<file path="config.mk">
export PLATFORM = sky130hd
export DESIGN_NAME = alu_share_arb
export DESIGN_NICKNAME = d
export VERILOG_FILES = /design/src/rtl/alu_arb_pkg.sv /design/src/rtl/rr_arb2.sv /design/src/rtl/alu_share_arb.sv
export SDC_FILE = /design/constraint.sdc
export NUM_CORES = 1
export LEC_CHECK = 0
export ABC_AREA = 1
export BUFFER_PORTS_ARGS = -buffer_cell sky130_fd_sc_hd__buf_2
export CORE_MARGIN = 4
export CORE_UTILIZATION = 41
export CTS_CLUSTER_SIZE = 28
export DETAILED_ROUTE_END_ITERATION = 8
export GPL_TIMING_DRIVEN = 1
export HOLD_SLACK_MARGIN = 0.08
export MAX_ROUTING_LAYER = met4
export PLACE_DENSITY_LB_ADDON = 0.15
export SYNTH_ARGS = -nofsm -noshare
export SYNTH_HDL_FRONTEND = slang
export SYNTH_SLANG_ARGS = --single-unit
</file>
<file path="constraint.sdc">
create_clock -name clk -period 1.4 [get_ports clk]
set_input_delay 0.07 -clock clk [delete_from_list [all_inputs] [get_ports clk]]
set_output_delay 0.07 -clock clk [all_outputs]
set_load 0.01 [all_outputs]
</file>
<file path="src/rtl/alu_arb_pkg.sv">
// Shared types and width defaults for the ALU sharing controller.
package alu_arb_pkg;

  localparam int DEF_WIDTH = 32;
  localparam int DEF_OPW   = 4;
  localparam int DEF_POSW  = 5;

  typedef enum logic [1:0] {
    IDLE = 2'd0,
    EXEC = 2'd1,
    RESP = 2'd2
  } state_t;

  typedef struct packed {
    logic [DEF_WIDTH-1:0] a;
    logic [DEF_WIDTH-1:0] b;
    logic [DEF_POSW-1:0]  msb;
    logic [DEF_POSW-1:0]  lsb;
    logic [DEF_OPW-1:0]   op;
  } req_t;

endpackage

</file>
<file path="src/rtl/rr_arb2.sv">
// Two-way round-robin grant; the requester not equal to last wins a tie.
module rr_arb2 (
  input  logic [1:0] req,
  input  logic       en,
  input  logic       last,
  output logic [1:0] gnt
);

  assign gnt[0] = en & req[0] & (~req[1] | last);
  assign gnt[1] = en & req[1] & (~req[0] | ~last);

endmodule

</file>
<file path="src/rtl/alu_share_arb.sv">
// Shares one combinational ALU between two requesters, one operation in flight.
//   state | meaning
//   IDLE  | no operation; arbiter enabled
//   EXEC  | operands registered on ALU pins for one evaluation cycle
//   RESP  | result held until consumer takes it; arbiter enabled with rsp_ready
module alu_share_arb
  import alu_arb_pkg::*;
#(
  parameter int WIDTH = DEF_WIDTH,
  parameter int OPW   = DEF_OPW,
  parameter int POSW  = DEF_POSW
) (
  input  logic             clk,
  input  logic             reset,
  input  logic [1:0]       req_valid,
  output logic [1:0]       req_ready,
  input  logic [WIDTH-1:0] req0_a,
  input  logic [WIDTH-1:0] req0_b,
  input  logic [POSW-1:0]  req0_msb,
  input  logic [POSW-1:0]  req0_lsb,
  input  logic [OPW-1:0]   req0_op,
  input  logic [WIDTH-1:0] req1_a,
  input  logic [WIDTH-1:0] req1_b,
  input  logic [POSW-1:0]  req1_msb,
  input  logic [POSW-1:0]  req1_lsb,
  input  logic [OPW-1:0]   req1_op,
  output logic [WIDTH-1:0] alu_a,
  output logic [WIDTH-1:0] alu_b,
  output logic [POSW-1:0]  alu_msb,
  output logic [POSW-1:0]  alu_lsb,
  output logic [OPW-1:0]   alu_op,
  input  logic [WIDTH-1:0] alu_out,
  output logic             rsp_valid,
  input  logic             rsp_ready,
  output logic [WIDTH-1:0] rsp_data,
  output logic             rsp_id,
  output logic             busy
);

  state_t           state_q, state_d;
  logic             last_q, last_d;
  logic             id_q, id_d;
  logic             rsp_valid_q, rsp_valid_d;
  logic [WIDTH-1:0] rsp_data_q, rsp_data_d;
  logic [WIDTH-1:0] alu_a_q, alu_a_d;
  logic [WIDTH-1:0] alu_b_q, alu_b_d;
  logic [POSW-1:0]  alu_msb_q, alu_msb_d;
  logic [POSW-1:0]  alu_lsb_q, alu_lsb_d;
  logic [OPW-1:0]   alu_op_q, alu_op_d;

  logic       arb_en;
  logic [1:0] gnt;
  logic       accept;

  // Gated by reset so nothing looks accepted while the block is held.
  assign arb_en = ~reset & ((state_q == IDLE) | ((state_q == RESP) & rsp_ready));

  rr_arb2 u_rr_arb2 (
    .req  (req_valid),
    .en   (arb_en),
    .last (last_q),
    .gnt  (gnt)
  );

  assign accept    = |gnt;
  assign req_ready = gnt;

  always_comb begin
    state_d     = state_q;
    last_d      = last_q;
    id_d        = id_q;
    rsp_valid_d = rsp_valid_q;
    rsp_data_d  = rsp_data_q;
    alu_a_d     = alu_a_q;
    alu_b_d     = alu_b_q;
    alu_msb_d   = alu_msb_q;
    alu_lsb_d   = alu_lsb_q;
    alu_op_d    = alu_op_q;

    case (state_q)
      IDLE: ;
      EXEC: begin
        rsp_data_d  = alu_out;
        rsp_valid_d = 1'b1;
        state_d     = RESP;
      end
      RESP: begin
        if (rsp_ready) begin
          rsp_valid_d = 1'b0;
          state_d     = IDLE;
        end
      end
      default: state_d = IDLE;
    endcase

    // An accept in RESP retires the response on the same edge.
    if (accept) begin
      state_d     = EXEC;
      rsp_valid_d = 1'b0;
      id_d        = gnt[1];
      last_d      = gnt[1];
      alu_a_d     = gnt[1] ? req1_a   : req0_a;
      alu_b_d     = gnt[1] ? req1_b   : req0_b;
      alu_msb_d   = gnt[1] ? req1_msb : req0_msb;
      alu_lsb_d   = gnt[1] ? req1_lsb : req0_lsb;
      alu_op_d    = gnt[1] ? req1_op  : req0_op;
    end
  end

  always_ff @(posedge clk) begin
    if (reset) begin
      state_q     <= IDLE;
      last_q      <= 1'b1;
      id_q        <= 1'b0;
      rsp_valid_q <= 1'b0;
      rsp_data_q  <= '0;
      alu_a_q     <= '0;
      alu_b_q     <= '0;
      alu_msb_q   <= '0;
      alu_lsb_q   <= '0;
      alu_op_q    <= '0;
    end else begin
      state_q     <= state_d;
      last_q      <= last_d;
      id_q        <= id_d;
      rsp_valid_q <= rsp_valid_d;
      rsp_data_q  <= rsp_data_d;
      alu_a_q     <= alu_a_d;
      alu_b_q     <= alu_b_d;
      alu_msb_q   <= alu_msb_d;
      alu_lsb_q   <= alu_lsb_d;
      alu_op_q    <= alu_op_d;
    end
  end

  assign alu_a     = alu_a_q;
  assign alu_b     = alu_b_q;
  assign alu_msb   = alu_msb_q;
  assign alu_lsb   = alu_lsb_q;
  assign alu_op    = alu_op_q;
  assign rsp_valid = rsp_valid_q;
  assign rsp_data  = rsp_data_q;
  assign rsp_id    = id_q;
  assign busy      = (state_q != IDLE);

endmodule
</file>
Yosys cells after proc, flatten, opt, wreduce, memory -nomap -nowiden:

Cells that the tools add are included.

* bitwise logic cells: 14
* equality and inequality tests: 5
* muxes and demuxes: 10
* reduce and logical (&&, ||, !) cells: 8

Operators by type and width (number)
* 32-bit two-way mux: 2
* 5-bit two-way mux: 2
* 1-bit AND: 6
* 2-bit one-hot mux with 3 select lines: 1
* 2-bit AND reduction: 3
* 1-bit inverter: 5
* 4-bit two-way mux: 1
* 2-bit != test (second input constant): 2
* 2-bit nonzero test: 2
* 3-bit != test (second input constant): 1
* 1-bit OR: 3
* 3-bit OR reduction: 1
* 2-bit by 1-bit == test with 1-bit output (second input constant): 1
* 2-bit == test (second input constant): 1
* 2-bit zero test: 1
* 1-bit two-way mux: 2
* 2-bit two-way mux: 1
* 1-bit one-hot mux with 2 select lines: 1
* 2-bit OR reduction: 1

* output and inout port bits: 115
* flip-flop bits (word level): 115
* input bits: 193

Logic depth before layout (Yosys ltp):

Gate-level depths: netlist of run 1.

* depth after elaboration: 9
* mapped depth: 8

Modules after synthesis:

Synthesis of run 1 repeated with hierarchy kept, for this count alone.

* cell total of the unflattened synthesis: 754
* area total of the unflattened synthesis: 4974.8 µm²

By module, submodules not included
* alu_share_arb: area an instance 4953.5 µm², seq. area each 2302.2 µm², times used 1, cells an instance 749
* rr_arb2: area an instance 21.3 µm², seq. area each 0.0 µm², times used 1, cells an instance 5

Worst setup path before layout of run 1:

No wires, ideal clock.

* kind: reg2reg
* start: register last_q
* end: register alu_a_q[12], in the netlist alu_a[12]
* slack: -0.029 ns
* period minus slack after synthesis: 1.429 ns
* data arrival time: 1.316 ns
* stages on the path, launching flop included: 7
* buffers on the path: 2
* cells stage by stage: dfxtp_1 -> a21oi_2 -> clkbuf_1 -> buf_2 -> nand4_1 -> nand3_1 -> nand2_1

* cells in the longest elaborated chain, start to end: 4
* elaborated cells on any way between the ends: 7
* those cells by class: mux: 1; bitwise: 5; reduce/logical: 1

RTL lines
* start, declared: line alu_share_arb.sv:41 `logic last_q, last_d;`
* start signal, assigned: line alu_share_arb.sv:124 `last_q <= last_d;`
* 1-bit inverter: line rr_arb2.sv:10 `assign gnt[1] = en & req[1] & (~req[0] | ~last);`
* 1-bit OR: line rr_arb2.sv:10
* 1-bit AND: line rr_arb2.sv:10
* 32-bit two-way mux or 2-bit OR reduction (tied branches): line alu_share_arb.sv:102, alu_share_arb.sv:65
* end signal, assigned: line alu_share_arb.sv:128 `alu_a_q <= alu_a_d;`
* end, declared: line alu_share_arb.sv:45 `logic [WIDTH-1:0] alu_a_q, alu_a_d;`

Several ways; a longest one is shown, not always the timed one.
A chain may end at the register's enable or synchronous reset.

Final worst setup path of run 1:

* start: register state_q[1]
* end: register alu_b_q[5], in the netlist alu_b[5]

* cells in the longest elaborated chain, start to end: 7
* elaborated cells on any way between the ends: 11
* those cells by class: eq/ne: 1; mux: 1; bitwise: 7; reduce/logical: 2

RTL lines
* start, declared: line alu_share_arb.sv:40 `state_t state_q, state_d;`
* start signal, assigned: line alu_share_arb.sv:123 `state_q <= state_d;`
* 2-bit == test: line alu_share_arb.sv:56 `assign arb_en = ~reset & ((state_q == IDLE) | ((state_q == RESP) & rsp_ready));`
* 1-bit AND: line alu_share_arb.sv:56
* 1-bit OR *: line alu_share_arb.sv:56
* 1-bit AND *: line alu_share_arb.sv:56
* 1-bit AND (on tied branches) (2 in a row): line rr_arb2.sv:10, rr_arb2.sv:9
* 32-bit two-way mux or 2-bit OR reduction (tied branches): line alu_share_arb.sv:103, alu_share_arb.sv:65
* end signal, assigned: line alu_share_arb.sv:129 `alu_b_q <= alu_b_d;`
* end, declared: line alu_share_arb.sv:46 `logic [WIDTH-1:0] alu_b_q, alu_b_d;`

Mark *: on every way between the ends. The rest lies on a longest branch, timed or not.

==> impl_metrics.json, run 1 <==
{
  "status": "finished with violations",
  "violations": "negative hold slack, negative setup slack",
  "avgRoutedWirePerCell_um": 17.93,
  "fin_crit_ns": 1.479,
  "gr-total-overflow": 0,
  "drtPass1Iterations": 5,
  "most-common-layout-cells": "buf_2, dlygate4sd3_1, inv_1, nand2_1, nand3_1",
  "vias_per_cell": 5.313,
  "grt_use_met1": 0.3734,
  "fmax_mhz": 676.1,
  "port_buffers": 307,
  "power.leakage_nw": 5.984,
  "grt_max_degree": 63,
  "ys_seq_area_frac": 0.4139,
  "power.density_mw_per_mm2": 1088,
  "period_share": 1.056,
  "relSlewSlack": 0.8267,
  "startpoint_type": "flop",
  "dieArea_mm2": 0.01549,
  "antenna_found_initial": 2,
  "yosys_warnings": 0,
  "cts-root-buf": "clkbuf_16",
  "final_core_util": 0.8298,
  "cap_violations": 0,
  "grt_util_met3": 0.07118,
  "grt_pass1_wl_mm": 40.27,
  "htreeDepth": 4,
  "floorplan.initialDensity": 0.4200,
  "mostFrequentLayoutCell": "buf_2",
  "boundaryPins": 308,
  "worstPathRequired_ns": 1.70,
  "cts_hold_buf": 188,
  "yosys_register_bits": 115,
  "die_h_um": 124.5,
  "fin_skew_ns": 0.007482,
  "dp_worst_setup_slack_ns": -0.01667,
  "hp-class": "in -> reg",
  "std_cell_rows": 42,
  "hold_ws_ns": -0.007981,
  "synth_top_area_share": 0.4139,
  "place_congestion": 0.8799,
  "cts_made_buffers": 17,
  "drc": 0,
  "clkSinkCount": 115,
  "syn-mean-instance-area_um2": 6.535,
  "cts_tree": "built",
  "critPathCaptureType": "flop",
  "irDropWorstVdd_mv": 0.7454,
  "worst_pin_slew_ns": 0.2600,
  "clock_path_buffers": 2,
  "synth.largest_area_cell": "dfxtp_1",
  "placed_cells": 1291,
  "crit_arrival_ns": 1.78,
  "area_delta_synth_final_pct": 97.59,
  "yosys-top-cells-area": "dfxtp_1, nand3_1, inv_1",
  "synthesis.instances": 851,
  "drive_above_1_share": 0.3282,
  "ant_nets": 0,
  "wirelength_mm": 27.83,
  "grt_pass1_vias": 7904,
  "track_usage": 0.3230,
  "coreArea_mm2": 0.01324,
  "final_hold_viol_count": 1,
  "cp_max_fo": 9,
  "rsz0062_at_grt": "yes",
  "clk_pin_slew_ns": 0.06,
  "timing.final.ws_setup_ns": -0.07902,
  "setup_violations": 47,
  "slew_viol_final": 0,
  "num_vias": 8245,
  "syn-cell-area_mm2": 0.005562,
  "chipWidth_um": 124.5,
  "stdcell_count": 1552,
  "finalNetCount": 1554,
  "critPathKind": "reg -> reg",
  "clk_latency_ns": 0.42,
  "first_iter_violations": 1008,
  "place_hpwl_mm": 13.19,
  "grt_util_met2": 0.5318,
  "yosysUniqueCellTypes": 18,
  "syn-num-nets": 1044,
  "setup_tns_ns": -1.088,
  "top_usage_layer": "met2"
}
cells in the mapped netlist (all sizes together):
cell,n
inv,165
dfxtp,115
nand4,78
o21ai,33
buf,17
nor2,65
clkbuf,49
nand3,161
a21oi,6
clkinv,1
nand2,161
layout make-up:
| cell class | count | area [um2] |
|---|---|---|
| Multi-Input combinational cell | 506 | 2640 |
| Timing Repair Buffer | 555 | 4563 |
| Clock buffer | 20 | 456.7 |
| Inverter | 166 | 641.9 |
| Fill cell | 737 | 2253 |
| Antenna cell | 2 | 5.005 |
| Sequential cell | 115 | 2306 |
| Clock inverter | 12 | 156.4 |
| Tap cell | 176 | 220.2 |
worst paths after layout:
path,end,from,slack [ns],cells past startpoint
setup / recovery,alu_b[5]$_SDFFE_PP0P_,state_q[1]$_SDFFE_PP0P_,-0.08,8
hold / removal,state_q[1]$_SDFFE_PP0P_,rsp_ready,-0.008,4
setup reg to reg,alu_b[5]$_SDFFE_PP0P_,state_q[1]$_SDFFE_PP0P_,-0.08,8
hold reg to reg,alu_op[1]$_SDFFE_PP0P_,alu_op[1]$_SDFFE_PP0P_,0.45,2
power by group:
| group | internal (mW) | total [mW] | switching [mW] |
|---|---|---|---|
| registers | 3.70 | 3.95 | 0.256 |
| clock network | 2.89 | 4.47 | 1.59 |
| logic | 1.73 | 3.53 | 1.79 |
| total | 8.31 | 12.0 | 3.64 |
critical path, stage by stage, from the launching register on:
cell and delay [ns]:
dfxtp_2 0.33, a21oi_4 0.16, buf_12 0.14, buf_12 0.10, buf_6 0.15, buf_12 0.14
nand4_1 0.13, nand3_1 0.15, nand2_1 0.07
stage by stage:
step / hold slack, ns / power [mW] / area [um2]
floorplan: 0.2358 / 5.150 / 5564
global placement: 0.3184 / 6.264 / 7405
detailed placement: 0.3252 / 6.281 / 7405
CTS: -0.01827 / 11.46 / 10460
global route: -0.0002505 / 12.40 / 10990
finish: -0.007981 / 11.95 / 10990
flip-flops by register name (all words and copies together), names as in the netlist:
signal and count:
alu_lsb 5, rsp_data 32, alu_msb 5, rsp_valid 1
rsp_id 1, alu_a 32, alu_op 4, state_q 2
alu_b 32, last_q 1
metal layers:
layer	up-vias	wire length, um
li1	3744	-
met1	3736	10590
met2	623	13100
met3	142	2771
met4	0	1362
met5	-	0
logic make-up after synthesis:
family | synth area share
buffers and inverters | 0.1602
AND/OR/NAND/NOR | 0.3874
flip-flops | 0.4139
AO/OA/AOI/OAI | 0.03847
timing repair:
| action | CTS | global route |
|---|---|---|
| setup endpoints to repair | 45 | 84 |
| hold endpoints to repair | 112 | 2 |
| buffers inserted | 17 | 0 |
| gates cloned | 8 | 17 |
| pin swaps | 31 | 19 |
| gates resized for setup | 56 | 42 |
(Power assumes the default switching activity.)
==> run 2, diff against run 1 <==
--- a/config.mk
+++ b/config.mk
@@ -5,13 +5,12 @@
 export SDC_FILE = /design/constraint.sdc
 export NUM_CORES = 1
 export LEC_CHECK = 0
-export ABC_AREA = 1
+export ABC_AREA = 0
 export BUFFER_PORTS_ARGS = -buffer_cell sky130_fd_sc_hd__buf_2
-export CORE_MARGIN = 4
-export CORE_UTILIZATION = 41
+export CORE_UTILIZATION = 42
 export CTS_CLUSTER_SIZE = 28
 export DETAILED_ROUTE_END_ITERATION = 8
-export GPL_TIMING_DRIVEN = 1
+export GPL_TIMING_DRIVEN = 0
 export HOLD_SLACK_MARGIN = 0.08
 export MAX_ROUTING_LAYER = met4
 export PLACE_DENSITY_LB_ADDON = 0.15
==> run 2 against run 1 <==
Effect of this change: the flow finishes with violations (negative setup slack); count of clock-buffer cells in the layout grew 2; sequential cell count is the same; synthesized cell count shrank 23%; largest cell class unchanged; highest routed layer unchanged.
==> impl_metrics.json, run 2 <==
{
  "status": "finished with violations",
  "violations": "negative setup slack",
  "place_congestion": 0.8756,
  "fin_crit_ns": 1.597,
  "clk_latency_ns": 0.42,
  "crit_cells": 6,
  "chipWidth_um": 122.6,
  "p_seq_frac": 0.339,
  "cap_violations": 0,
  "period_share": 1.141,
  "netlist_top_cells_count": "dfxtp_1, a31oi_1, a32oi_1, nand4_1, o31ai_2",
  "clk_pin_slew_ns": 0.06,
  "synth_edf_count": 0,
  "die_h_um": 122.6,
  "relSlewSlack": 0.6342,
  "antenna_found_initial": 2,
  "mostFrequentLayoutCell": "buf_2",
  "yosys-top-cells-area": "dfxtp_1, o31ai_2, a32oi_1",
  "timing.final.ws_setup_ns": -0.1972,
  "cpMostUsedCell": "buf_12",
  "drtPass1Iterations": 5,
  "ys_seq_area_frac": 0.3768,
  "clock_path_buffers": 2,
  "power.leakage_nw": 4.585,
  "coreArea_mm2": 0.01404,
  "most-common-layout-cells": "buf_2, dlygate4sd3_1, dfxtp_1, nand4_1, a32oi_1",
  "wl_met1_mm": 10.15,
  "p_int_mw": 7.918,
  "avgRoutedWirePerCell_um": 20.46,
  "max_stage_delay_ns": 0.36,
  "cts_tree": "built",
  "clock_power_share": 0.370,
  "setup_violations": 72,
  "yosys_warnings": 0,
  "hp-class": "in -> reg",
  "setup_tns_ns": -9.476,
  "hold_depth": 3,
  "yosysUniqueCellTypes": 27,
  "p_comb_frac": 0.291,
  "final_hold_viol_count": 0,
  "worst_pin_slew_ns": 0.5487,
  "fmax_mhz": 626.1,
  "synthesis.instances": 655,
  "port_buffers": 307,
  "grt_pass1_wl_mm": 40.72,
  "worstPathRequired_ns": 1.69,
  "wl_met3_mm": 2.278,
  "grt_max_degree": 17,
  "track_usage": 0.3606,
  "syn-cell-area_mm2": 0.006110,
  "floorplan.initialDensity": 0.4351,
  "cp_max_fo": 10,
  "yosysMostFrequentCell": "dfxtp_1",
  "rsz0062_at_grt": "yes",
  "worst_path_max_delay_cell": "dfxtp_4",
  "fin_skew_ns": 0.007289,
  "ant_nets": 0,
  "num_vias": 8367,
  "yosys_register_bits": 115,
  "synth_top_area_share": 0.3768,
  "drc": 0,
  "critical-path-top-delay-family": "buffers and inverters",
  "synth_async_sr_flop_share": 0,
  "startpoint_type": "flop",
  "power.density_mw_per_mm2": 1037,
  "cts_made_buffers": 17,
  "dieArea_mm2": 0.01503,
  "critPathKind": "reg -> reg",
  "std_cell_rows": 43,
  "grt_pass1_vias": 8353,
  "drive_above_1_share": 0.4440,
  "slew_viol_final": 0,
  "place_hpwl_mm": 15.90,
  "boundaryPins": 308,
  "wirelength_mm": 28.20,
  "synth.largest_area_cell": "dfxtp_1",
  "irDropWorstVdd_mv": 1.290,
  "htreeDepth": 4,
  "crit_arrival_ns": 1.88,
  "syn-num-nets": 848,
  "final_core_util": 0.7935,
  "reg2reg_depth": 6,
  "crit_buf_inv": 3,
  "finalNetCount": 1376,
  "sw_frac_of_total": 0.3147,
  "wl_met2_mm": 14.09,
  "hold_ws_ns": 0.08946,
  "yosys_most_used_dff": "dfxtp_1",
  "power.net_switching_mw": 3.636,
  "highest_layer": "met4",
  "critPathCaptureType": "flop",
  "first_iter_violations": 694,
  "syn-mean-instance-area_um2": 9.328,
  "power.total_mw": 11.55,
  "gr-total-overflow": 0,
  "area_delta_synth_final_pct": 82.39,
  "clkSinkCount": 115,
  "cts-root-buf": "clkbuf_16",
  "crit_chain": "or2_4 > buf_4 > buf_12 > buf_12 > o31ai_2 > a31oi_1",
  "vias_per_cell": 6.072
}
[run 2: kinds of logic after synthesis]
group | synth area share
compound gates | 0.3864
flops | 0.3768
buf+inv | 0.1001
simple gates | 0.1366
[run 2: area by class of cell]
cell class | count | area [um2]
plain buffers | 105 | 793.3
clock buffers | 22 | 484.2
flip-flops and latches | 115 | 2311
repair buffers | 512 | 3620
inverters | 1 | 3.754
multi-input cells | 431 | 3602
fillers | 852 | 2899
well taps | 180 | 225.2
diodes | 2 | 5.005
clock inverters | 10 | 98.84
[run 2: final timing paths]
kind,from,to,slack (ns)
setup / recovery,state_q[0]$_SDFFE_PP0P_,alu_a[14]$_SDFFE_PP0P_,-0.20
hold reg to reg,rsp_data[24]$_SDFFE_PP0P_,rsp_data[24]$_SDFFE_PP0P_,0.45
setup reg to reg,state_q[0]$_SDFFE_PP0P_,alu_a[14]$_SDFFE_PP0P_,-0.20
hold / removal,reset,last_q$_SDFFE_PP1P_,0.09
[run 2: stage by stage]
step                area [um2]  cells  setup WS [ns]
global route             11140   1378        -0.2572
floorplan                 6110    655        0.08696
global placement          7871   1142        -0.2625
finish                   11140   1378        -0.1972
CTS                      10530   1370        -0.1953
detailed placement        7871   1142        -0.3041
[run 2: repair_timing]
item / CTS / global route
buffers inserted: 7 / 5
setup endpoints to repair: 112 / 107
hold buffers: 190 / 1
endpoints found under the hold margin: 113 / 4
gates resized for setup: 42 / 119
gates cloned: 0 / 2
pin swaps: 5 / 43
[run 2: per-layer routing]
metal,vias to the layer above,global-route usage
li1,3725,-
met1,3912,0.3769
met2,566,0.5878
met3,164,0.08922
met4,0,0.2691
met5,-,-
[run 2: worst reg2reg max path: cells and delay by family, from the launching register on]
kind	cells	cell delay [ns]
simple gates	1	0.27
compound gates	2	0.39
flops	1	0.36
buf+inv	3	0.46
[run 2: power by group through the flow]
stage,Clock [mW],Sequential [mW],Combinational (mW)
finish,4.27,3.92,3.36
global route,4.48,3.95,3.58
CTS,4.31,3.90,2.98
detailed placement,0,3.96,2.49
global placement,0,3.96,2.48
floorplan,0,4.13,1.26
==> run 3, diff against run 2 <==
--- a/config.mk
+++ b/config.mk
@@ -7,7 +7,8 @@
 export LEC_CHECK = 0
 export ABC_AREA = 0
 export BUFFER_PORTS_ARGS = -buffer_cell sky130_fd_sc_hd__buf_2
-export CORE_UTILIZATION = 42
+export CORE_UTILIZATION = 43
+export CTS_BUF_LIST = sky130_fd_sc_hd__clkbuf_8
 export CTS_CLUSTER_SIZE = 28
 export DETAILED_ROUTE_END_ITERATION = 8
 export GPL_TIMING_DRIVEN = 0
==> run 3 against run 2 <==
Effect of this change: first-iteration DRC count increased by 11%; maximum frequency decreased by 1.6%; utilization increased by 1.3 points; total power decreased by 6.5%; the run still ends with negative setup slack left; highest routed layer unchanged; non-clock buffer count increased by 8; largest power group is now registers; worst setup slack got worse by 0.026 ns; register-to-register slack about the same.
==> impl_metrics.json, run 3 (synthesized netlist as in run 2, its figures left out) <==
{
  "status": "finished with violations",
  "violations": "negative setup slack",
  "antenna_found_initial": 1,
  "track_usage": 0.3621,
  "critPathKind": "reg -> out",
  "port_buffers": 307,
  "floorplan.initialDensity": 0.4401,
  "placed_cells": 1142,
  "irDropWorstVdd_mv": 0.6853,
  "crit_arrival_ns": 1.55,
  "critPathCaptureType": "output pin",
  "hold_depth": 3,
  "reg2reg_slack_ns": -0.21,
  "max_stage_delay_ns": 0.35,
  "drtPass1Iterations": 5,
  "gr-total-overflow": 0,
  "worstSetupStartpoint": "state_q[0]$_SDFFE_PP0P_",
  "relSlewSlack": 0.6424,
  "htreeDepth": 4,
  "p_comb_frac": 0.322,
  "worst_path_max_delay_cell": "dfxtp_4",
  "cap_violations": 0,
  "final_core_util": 0.8064,
  "vias_per_cell": 6.081,
  "clk_pin_slew_ns": 0.07,
  "fmax_mhz": 616.2,
  "grt_max_degree": 17,
  "cts_made_buffers": 17,
  "cts-root-buf": "clkbuf_8",
  "reg2reg_depth": 6,
  "p_seq_frac": 0.363,
  "period_share": 1.159,
  "fin_crit_ns": 1.623,
  "num_vias": 8428,
  "cp_max_fo": 4,
  "avgRoutedWirePerCell_um": 20.37,
  "fin_skew_ns": 0.007754,
  "worst_pin_slew_ns": 0.5364,
  "power.density_mw_per_mm2": 965.2,
  "slew_viol_final": 0,
  "area_delta_synth_final_pct": 83.21,
  "place_hpwl_mm": 15.84,
  "chipWidth_um": 121.2,
  "dieArea_mm2": 0.01469,
  "first_iter_violations": 767,
  "drc": 0,
  "timing.rr.end": "alu_a[16]$_SDFFE_PP0P_",
  "drive_above_1_share": 0.4468,
  "mostFrequentLayoutCell": "buf_2",
  "sw_frac_of_total": 0.3259,
  "clk_latency_ns": 0.45,
  "place_congestion": 0.8660,
  "grt_pass1_vias": 7986,
  "cp-endpoint": "req_ready[0]",
  "hp-class": "in -> reg",
  "ant_nets": 0,
  "power.net_switching_mw": 3.521,
  "cts_tree": "built",
  "hold_ws_ns": 0.1033,
  "power.leakage_nw": 4.613,
  "clkSinkCount": 115,
  "final_hold_viol_count": 0,
  "timing.rr.start": "state_q[0]$_SDFFE_PP0P_",
  "stdcell_count": 1386,
  "crit_chain": "buf_4 > nor2_4 > buf_8 > nand3_4 > nor2_1 > buf_2",
  "rsz0062_at_grt": "yes",
  "finalNetCount": 1384,
  "grt_pass1_wl_mm": 40.21,
  "worstPathRequired_ns": 1.33,
  "startpoint_type": "flop",
  "most-common-layout-cells": "buf_2, dlygate4sd3_1, dfxtp_1",
  "setup_violations": 79,
  "wirelength_mm": 28.23,
  "clock_path_buffers": 2,
  "coreArea_mm2": 0.01388,
  "boundaryPins": 308,
  "p_int_mw": 7.283,
  "power.total_mw": 10.80,
  "clock_power_share": 0.315,
  "die_h_um": 121.2,
  "setup_tns_ns": -9.351,
  "timing.final.ws_setup_ns": -0.2229,
  "std_cell_rows": 43
}
[run 3: changes by cell type in the layout (fill, tap and decap cells not counted), sizes merged]
| cell | change |
|---|---|
| clkbuf | +3 |
| buf | -1 |
| clkinv | +4 |
| dlygate4sd3 | +1 |
| clkinvlp | -1 |
| inv | -1 |
| bufinv | +3 |
[run 3: repair_timing]
action	4_1_cts	5_1_grt
hold endpoints to repair	113	4
hold buffers	190	2
cloned	0	5
pin swaps	7	82
setup buffers	6	11
gates resized for setup	41	146
setup endpoints to repair	112	112
[run 3: routing by layer]
metal	global-route usage	up-vias	routed length, um
met5	-	-	0
met4	0.1836	0	1474
met3	0.09586	157	2466
met2	0.5943	624	13910
met1	0.4055	3914	10370
li1	-	3733	-
[run 3: power by group through the flow]
stage | clock network, mW | logic [mW] | registers, mW
6_report | 3.40 | 3.48 | 3.92
5_1_grt | 3.57 | 3.68 | 3.95
3_3_place_gp | 0 | 2.47 | 3.96
3_5_place_dp | 0 | 2.49 | 3.96
2_1_floorplan | 0 | 1.26 | 4.13
4_1_cts | 3.42 | 2.96 | 3.90
[run 3: through the flow]
stage               setup WS [ns]  area (um2)
floorplan                 0.08696        6110
global placement          -0.2509        7871
detailed placement        -0.2660        7871
CTS                       -0.2345       10350
global route              -0.2738       11190
finish                    -0.2229       11190
[run 3: layout make-up]
| type | instances | area [um2] |
|---|---|---|
| plain buffers | 104 | 822.0 |
| clock inverters | 15 | 191.4 |
| fillers | 866 | 2688 |
| diodes | 2 | 5.005 |
| multi-input cells | 431 | 3636 |
| repair buffers | 521 | 3767 |
| flip-flops and latches | 115 | 2308 |
| clock buffers | 17 | 234.0 |
| inverters | 1 | 3.754 |
| well taps | 180 | 225.2 |
[run 3: worst min-delay path by stage]
stage | start | endpoint
finish | req_valid[1] | last_q$_SDFFE_PP1P_
floorplan | alu_out[0] | rsp_data[0]$_SDFFE_PP0P_
CTS | reset | rsp_data[1]$_SDFFE_PP0P_
global route | req_valid[1] | last_q$_SDFFE_PP1P_
detailed placement | alu_out[7] | rsp_data[7]$_SDFFE_PP0P_
global placement | alu_out[30] | rsp_data[30]$_SDFFE_PP0P_
[run 3: critical path, delay by kind of cell (launching register included)]
kind	cells	cell delay (ns)
DFF	1	0.35
and+or+nand+nor	3	0.34
buffers and inverters	3	0.41
